<file path="config.mk">
export PLATFORM = sky130hd
export DESIGN_NAME = vcve2_sleep_ctrl
export DESIGN_NICKNAME = d
export VERILOG_FILES = /design/src/rtl/vcve2_pkg.sv /design/src/rtl/vcve2_sleep_ctrl.sv
export SDC_FILE = /design/constraint.sdc
export NUM_CORES = 1
export LEC_CHECK = 0
export BUFFER_PORTS_ARGS = -buffer_cell sky130_fd_sc_hd__buf_2
export CORE_MARGIN = 2
export CORE_UTILIZATION = 57
export CTS_BUF_LIST = sky130_fd_sc_hd__clkbuf_16
export CTS_CLUSTER_SIZE = 25
export DETAILED_ROUTE_END_ITERATION = 10
export PLACE_DENSITY_LB_ADDON = 0.25
export SLEW_MARGIN = 30
export SYNTH_ARGS = -nofsm -noshare
export SYNTH_HDL_FRONTEND = slang
export SYNTH_SLANG_ARGS = --single-unit
</file>
<file path="constraint.sdc">
create_clock -name clk_i -period 3.6 [get_ports clk_i]
set_input_delay 0.18 -clock clk_i [delete_from_list [all_inputs] [get_ports clk_i]]
set_output_delay 0.18 -clock clk_i [all_outputs]
set_load 0.05 [all_outputs]
</file>
<file path="src/rtl/vcve2_pkg.sv">
// ---------------------------------------------------------------------------
// vcve2_pkg
// Shared types for the vcve2 core slice.
//   sleep_state_e      : state encoding of the sleep/wake controller
//   state_clock_en()   : clock-enable decode of a sleep controller state
//   state_core_sleep() : core-sleep indication decode of a state
// ---------------------------------------------------------------------------
package vcve2_pkg;

    typedef enum logic [2:0] {
        ST_BOOT  = 3'd0,
        ST_RUN   = 3'd1,
        ST_DRAIN = 3'd2,
        ST_SLEEP = 3'd3,
        ST_WAKE  = 3'd4
    } sleep_state_e;

    // The core clock runs in every state except before boot and while asleep.
    function automatic logic state_clock_en(input sleep_state_e s);
        return (s == ST_RUN) || (s == ST_DRAIN) || (s == ST_WAKE);
    endfunction

    function automatic logic state_core_sleep(input sleep_state_e s);
        return (s == ST_SLEEP);
    endfunction

endpackage

</file>
<file path="src/rtl/vcve2_sleep_ctrl.sv">
// ---------------------------------------------------------------------------
// vcve2_sleep_ctrl
// Core sleep/wake controller. Sequences boot, WFI-driven sleep (after the
// outstanding fetch/load-store/vector traffic drains), and wake-up with a
// programmable settle delay. Its clock_en_o drives en_i of the neighbouring
// vcve2_clock_gate; this block itself runs on the free-running clock.
//
// Parameters
//   WakeDelay : cycles the clock stays enabled in WAKE before RUN (>= 1)
//   CntWidth  : width of the saturating sleep-cycle counter
//
// Ports
//   clk_i          in   free-running ungated core clock
//   rst_i          in   synchronous active-high reset
//   fetch_enable_i in   boot permission from the SoC
//   wfi_req_i      in   one-cycle pulse, core retired WFI
//   irq_pending_i  in   enabled interrupt pending (level)
//   debug_req_i    in   external debug request (level)
//   instr_busy_i   in   instruction fetch outstanding
//   lsu_busy_i     in   data transaction outstanding
//   vec_busy_i     in   vector unit has in-flight operations
//   clock_en_o     out  registered core clock enable
//   core_sleep_o   out  high while the core clock is gated after WFI
//   wake_ack_o     out  one-cycle pulse when the core resumes (WAKE -> RUN)
//   sleep_cycles_o out  saturating count of cycles spent in SLEEP
// ---------------------------------------------------------------------------
module vcve2_sleep_ctrl
    import vcve2_pkg::*;
#(
    parameter int WakeDelay = 2,
    parameter int CntWidth  = 32
) (
    input  logic                clk_i,
    input  logic                rst_i,
    input  logic                fetch_enable_i,
    input  logic                wfi_req_i,
    input  logic                irq_pending_i,
    input  logic                debug_req_i,
    input  logic                instr_busy_i,
    input  logic                lsu_busy_i,
    input  logic                vec_busy_i,
    output logic                clock_en_o,
    output logic                core_sleep_o,
    output logic                wake_ack_o,
    output logic [CntWidth-1:0] sleep_cycles_o
);

    if (WakeDelay < 1) begin : gen_bad_wake_delay
        $error("vcve2_sleep_ctrl: WakeDelay must be at least 1");
    end

    // Wake counter only has to hold WakeDelay-1.
    localparam int WcW = (WakeDelay > 1) ? $clog2(WakeDelay) : 1;
    localparam logic [WcW-1:0] WakeLoad = WcW'(WakeDelay - 1);

    sleep_state_e        state_q;
    sleep_state_e        state_d;
    logic [WcW-1:0]      wake_cnt_q;
    logic [CntWidth-1:0] sleep_cnt_q;
    logic                clock_en_q;
    logic                core_sleep_q;
    logic                wake_ack_q;

    logic wake_event;
    logic idle;

    assign wake_event = irq_pending_i | debug_req_i;
    assign idle       = ~instr_busy_i & ~lsu_busy_i & ~vec_busy_i;

    // -----------------------------------------------------------------------
    // Next-state logic
    // -----------------------------------------------------------------------
    always_comb begin
        state_d = state_q;
        unique case (state_q)
            ST_BOOT: begin
                if (fetch_enable_i) state_d = ST_WAKE;
            end
            ST_RUN: begin
                // A WFI that coincides with a wake event is a NOP.
                if (wfi_req_i && !wake_event) state_d = ST_DRAIN;
            end
            ST_DRAIN: begin
                // A wake event aborts the drain even if the core is already idle.
                if (wake_event) state_d = ST_RUN;
                else if (idle)  state_d = ST_SLEEP;
            end
            ST_SLEEP: begin
                if (wake_event) state_d = ST_WAKE;
            end
            ST_WAKE: begin
                if (wake_cnt_q == '0) state_d = ST_RUN;
            end
            default: state_d = ST_BOOT;
        endcase
    end

    // -----------------------------------------------------------------------
    // State register and registered outputs. The enables are decoded from the
    // next state so they switch on the same edge as the state register.
    // -----------------------------------------------------------------------
    always_ff @(posedge clk_i) begin
        if (rst_i) begin
            state_q      <= ST_BOOT;
            clock_en_q   <= 1'b0;
            core_sleep_q <= 1'b0;
            wake_ack_q   <= 1'b0;
        end else begin
            state_q      <= state_d;
            clock_en_q   <= state_clock_en(state_d);
            core_sleep_q <= state_core_sleep(state_d);
            wake_ack_q   <= (state_q == ST_WAKE) && (state_d == ST_RUN);
        end
    end

    // -----------------------------------------------------------------------
    // Wake settle counter: loaded on entry to WAKE, counts down to zero.
    // -----------------------------------------------------------------------
    always_ff @(posedge clk_i) begin
        if (rst_i) begin
            wake_cnt_q <= '0;
        end else if ((state_q != ST_WAKE) && (state_d == ST_WAKE)) begin
            wake_cnt_q <= WakeLoad;
        end else if ((state_q == ST_WAKE) && (wake_cnt_q != '0)) begin
            wake_cnt_q <= wake_cnt_q - WcW'(1);
        end
    end

    // -----------------------------------------------------------------------
    // Sleep cycle counter: saturates at all-ones, cleared only by reset.
    // -----------------------------------------------------------------------
    always_ff @(posedge clk_i) begin
        if (rst_i) begin
            sleep_cnt_q <= '0;
        end else if ((state_q == ST_SLEEP) && (sleep_cnt_q != '1)) begin
            sleep_cnt_q <= sleep_cnt_q + CntWidth'(1);
        end
    end

    assign clock_en_o     = clock_en_q;
    assign core_sleep_o   = core_sleep_q;
    assign wake_ack_o     = wake_ack_q;
    assign sleep_cycles_o = sleep_cnt_q;

endmodule

</file>
Word-level counts from Yosys, hierarchy flattened. Index checks and enable logic that the tools add are counted.

Register bits: 39. Input port bits: 9. Output and inout port bits: 35. Word-level logic and storage cells: 43.

Add/subtract/negate cells: 2. Equality and inequality tests: 10. Multiplexer cells: 9. Bitwise gates (word level): 6. Reductions and logical operators: 10.

Operators by type and width (count): $add A32 B1 Y32 const B (1); $ne A32 B32 Y1 const B (1); $mux W3 (6); $pmux W3 S5 (1); $eq A3 B2 Y1 const B (4); $eq A3 B1 Y1 const B (2); $eq A3 B3 Y1 const B (2); $logic_and A1 B1 Y1 (5); $logic_not A3 Y1 (1); $ne A3 B3 Y1 const B (1); $not A1 Y1 (3); $and A1 B1 Y1 (2); $logic_or A1 B1 Y1 (2); $mux W1 (2); $reduce_bool A2 Y1 (1); $logic_not A1 Y1 (1); $or A1 B1 Y1 (1); $sub A1 B1 Y1 const B (1).

Logic depth before layout (Yosys ltp).
Word-level depth: 9. Gate-level depth with buffers: 8. Depth with buffers taken out: 6.

Least setup slack after synthesis. Ideal clock, no wire load.

Path kind: register to register. Start: register sleep_cnt_q[0], in the netlist sleep_cycles_o[0]. End: register sleep_cnt_q[30], in the netlist sleep_cycles_o[30]. Library setup time: 0.121 ns. Arrival time: 2.447 ns. Data required time: 3.479 ns. Slack: 1.032 ns. Cell stages (with the launch flop): 9. Path buffers: 2. Period minus slack after synthesis: 2.568 ns. Path through: dfxtp_1 ha_1 and4_1 buf_2 nand2_2 or4b_1 clkbuf_2 nor3_1 mux2_2.

Word-level cells in the longest chain between the ends: 2. Elaborated cells between the ends (all ways): 3. Classes of those cells: add/sub (1); eq/ne (1); reduce/logical (1).

Ends and longest elaborated chain: from (decl) (line vcve2_sleep_ctrl.sv:59) `logic [CntWidth-1:0] sleep_cnt_q;`; from (signal assigned) (line vcve2_sleep_ctrl.sv:136) `sleep_cnt_q <= sleep_cnt_q + CntWidth'(1);`; branches (longest 2 deep; another with $add A32 B1 Y32).

Parallel ways; which one is timed is not known. A chain may end at the register's enable or synchronous reset.

Final worst setup path. Same ends and word-level chain as after synthesis.

==> flow_metrics.env <==
export IMPL_max_freq_ghz=0.423
export IMPL_holdPathStages=3
export IMPL_die_w_microns=62.5
export IMPL_drt_iter0_markers=105
export IMPL_via_per_inst=5.92
export IMPL_rrSetupSlack_ns=1.24
export IMPL_endpoint_kind="flip-flop"
export IMPL_dr_pass1_iters=4
export IMPL_worstMarginPinSlew_ns=0.815
export IMPL_finalSetupViolCount=0
export IMPL_synth_cells=231
export IMPL_worstPathRequired_ns=3.77
export IMPL_dpl_hpwl_microns=3130
export IMPL_seqPwrFrac_pct=49.6
export IMPL_post_cts_buffers=0
export IMPL_yosysWarnings=0
export IMPL_ys_flop_type="dfxtp_1"
export IMPL_hold_class="input port to flip-flop"
export IMPL_clk_latency_ns=0.28
export IMPL_final_common_cell="buf_2"
export IMPL_wl_microns=4570
export IMPL_num_nets_final=281
export IMPL_drive_gt1_share_pct=23.2
export IMPL_netlist_area_sq_mm=0.00195
export IMPL_drc=0
export IMPL_rows=21
export IMPL_cts_buffers=5
export IMPL_setup_tns_ns=0
export IMPL_io_buffers=43
export IMPL_final_util_pct=70.0
export IMPL_ff_latch_area_sq_um=781
export IMPL_initial_core_util_pct=58.8
export IMPL_h_tree_depth=2
export IMPL_cap_viol_max_count=0
export IMPL_power_switching_uw=193
export IMPL_seq_area_frac_synth_pct=40.1
export IMPL_dieArea_sq_mm=0.00390
export IMPL_finalPower_uw=894
export IMPL_hold_viol=0
export IMPL_reg2reg_depth=6
export IMPL_die_h_microns=62.5
export IMPL_grt_overflow_total=0
export IMPL_rsz0062_at_grt="false"
export IMPL_cts_root_buf="clkbuf_16"
export IMPL_fill_cells=289
export IMPL_cts_hold_buf=0
export IMPL_period_needed_ns=2.36
export IMPL_num_vias=1884
export IMPL_drv_slew=0
export IMPL_syn2layout_area_growth_pct=19.0
export IMPL_grt_max_degree=48
export IMPL_cts_buffer_depth=2
export IMPL_io_pins=44
export IMPL_antenna_cells=0
export IMPL_maxSlewHeadroom_pct=45.7
export IMPL_reg2reg_to="sleep_cycles_o[30]$_SDFFE_PP0P_"
export IMPL_grt_pass1_vias=1703
export IMPL_synth_edf_count=0
export IMPL_tritoncts="done"
export IMPL_multi_input_area_sq_mm=0.00109
export IMPL_pwr_share_clk_pct=45.9
export IMPL_avgSynthCellArea_sq_um=8.43
export IMPL_arrival_ns=2.53
export IMPL_rr_startpoint="sleep_cycles_o[0]$_SDFFE_PP0P_"
export IMPL_synth_cell_types=43
export IMPL_routabilityCongestion=0.815
export IMPL_period_share_pct=65.7
export IMPL_synth_seq_cells=39
export IMPL_sw_frac_of_total_pct=21.6
export IMPL_placed_area_sq_mm=0.00218
export IMPL_min_from="irq_pending_i"
export IMPL_ir_drop_mv=0.280
export IMPL_antenna_found_initial=0
export IMPL_drtAntennaViolNets=0
export IMPL_grt_pass1_wl_microns=7410
export IMPL_async_flop_share_pct=0
export IMPL_p_int_uw=701
export IMPL_synth_nets=241
export IMPL_post_cts_resized=0
export IMPL_critPathMaxFanout=7
export IMPL_finalInstanceArea_sq_mm=0.00232
export IMPL_core_region_area_sq_mm=0.00331
export IMPL_most_common_layout_cells="buf_2 (43), dfxtp_1 (39), nor2_1 (25), nand2_1 (16), a21oi_1 (16)"
export IMPL_wl_per_cell_microns=14.4
export IMPL_start_kind="flip-flop"
export IMPL_cts_clk_slew_worst_paths_ns=0.05
export IMPL_finClkSkew_ns=0.00253
export IMPL_leakage_nw=0.901
export IMPL_outcome="finished, final reports clean"
export IMPL_pwr_share_comb_pct=4.5
export IMPL_crit_type="flip-flop to flip-flop"
export IMPL_min_to="state_q[1]$_SDFF_PP0_"
export IMPL_grt_usage_pct=23.7
export IMPL_pwr_density_cell_mw_per_mm2=386
export IMPL_cts_sinks=39
## power groups by stage
stage          combinational [mW]  clock (mW)  sequential (mW)
2_1_floorplan              0.0247           0            0.458
6_report                   0.0406       0.410            0.443
5_1_grt                    0.0439       0.432            0.444
3_3_place_gp               0.0399           0            0.453
4_1_cts                    0.0408       0.416            0.443
3_5_place_dp               0.0407           0            0.452
## flip-flops by register name, summed over array words and instances, names as in the netlist
name	cells
sleep_cycles_o	32
state_q	3
clock_en_o	1
core_sleep_o	1
wake_ack_o	1
wake_cnt_q	1
## per-layer routing
metal | wire length, microns | vias up | global-route usage [%]
met1 | 2010 | 891 | 27.0
met2 | 2250 | 51 | 39.4
li1 | - | 929 | -
met5 | 0 | - | 0
met4 | 110 | 0 | 16.9
met3 | 198 | 13 | 4.86
## kinds of logic (layout without fill, tap and decap cells)
| family | count (synthesis) | count (layout) | share of synthesized area, % |
|---|---|---|---|
| adders and majority gates | 1 | 1 | 0.642 |
| xor gates and xnor gates | 14 | 14 | 6.29 |
| DFF | 39 | 39 | 40.1 |
| AOI/OAI and AO/OA | 44 | 44 | 13.7 |
| buffers and inverters | 17 | 58 | 3.79 |
| muxes | 4 | 4 | 2.31 |
| and+or+nand+nor | 112 | 112 | 33.1 |
## Yosys cell counts (2+ instances only)
cell | count | area share (%)
dfxtp_1 | 39 | 40
nor2_1 | 25 | 4.8
a21oi_1 | 16 | 4.1
nand2_1 | 16 | 3.1
xnor2_1 | 12 | 5.4
nand4_1 | 11 | 3.5
o21ai_0 | 10 | 2.6
or4_1 | 10 | 3.9
nand3_1 | 9 | 2.3
nor3_1 | 8 | 2.1
nor2b_1 | 7 | 2.2
a211oi_1 | 5 | 1.9
clkbuf_1 | 5 | 0.96
inv_1 | 5 | 0.96
o31ai_1 | 5 | 1.9
or3_1 | 5 | 1.6
buf_2 | 4 | 1.0
mux2_2 | 4 | 2.3
nor4b_1 | 4 | 1.8
a31oi_1 | 3 | 0.96
and4_1 | 3 | 1.3
nor3b_1 | 2 | 0.77
nor4_2 | 2 | 1.3
xor2_1 | 2 | 0.90
## through the flow
step	std cells	setup WS, ns	hold slack, ns
after floorplan	231	1.03	0.401
after global placement	310	1.34	0.483
after detailed placement	310	1.27	0.469
after CTS	318	1.24	0.270
after global routing	318	1.12	0.307
final	318	1.24	0.267
## critical path, cell delays in order, from the launching register on
cell and delay, ns:
dfxtp_1 0.40, ha_1 0.24, and4_1 0.35, nand2_2 0.12
or4b_1 0.59, nor3_1 0.19, mux2_2 0.36
## layout make-up
type | count | area share (%)
Tap cell | 46 | 2.48
Clock buffer | 5 | 5.40
Inverter | 5 | 0.809
Timing Repair Buffer | 45 | 9.93
Sequential cell | 39 | 33.7
Multi-Input combinational cell | 175 | 47.2
Clock inverter | 3 | 0.540
## worst max-delay path by stage
stage / start / endpoint / slack [ns]
final: sleep_cycles_o[0]$_SDFFE_PP0P_ / sleep_cycles_o[30]$_SDFFE_PP0P_ / 1.24
after global routing: sleep_cycles_o[0]$_SDFFE_PP0P_ / sleep_cycles_o[30]$_SDFFE_PP0P_ / 1.12
after CTS: sleep_cycles_o[0]$_SDFFE_PP0P_ / sleep_cycles_o[30]$_SDFFE_PP0P_ / 1.24
after detailed placement: sleep_cycles_o[0]$_SDFFE_PP0P_ / sleep_cycles_o[30]$_SDFFE_PP0P_ / 1.27
after global placement: sleep_cycles_o[0]$_SDFFE_PP0P_ / sleep_cycles_o[30]$_SDFFE_PP0P_ / 1.34
after floorplan: sleep_cycles_o[0]$_SDFFE_PP0P_ / sleep_cycles_o[30]$_SDFFE_PP0P_ / 1.03
Power figures use the tool's default switching activity.
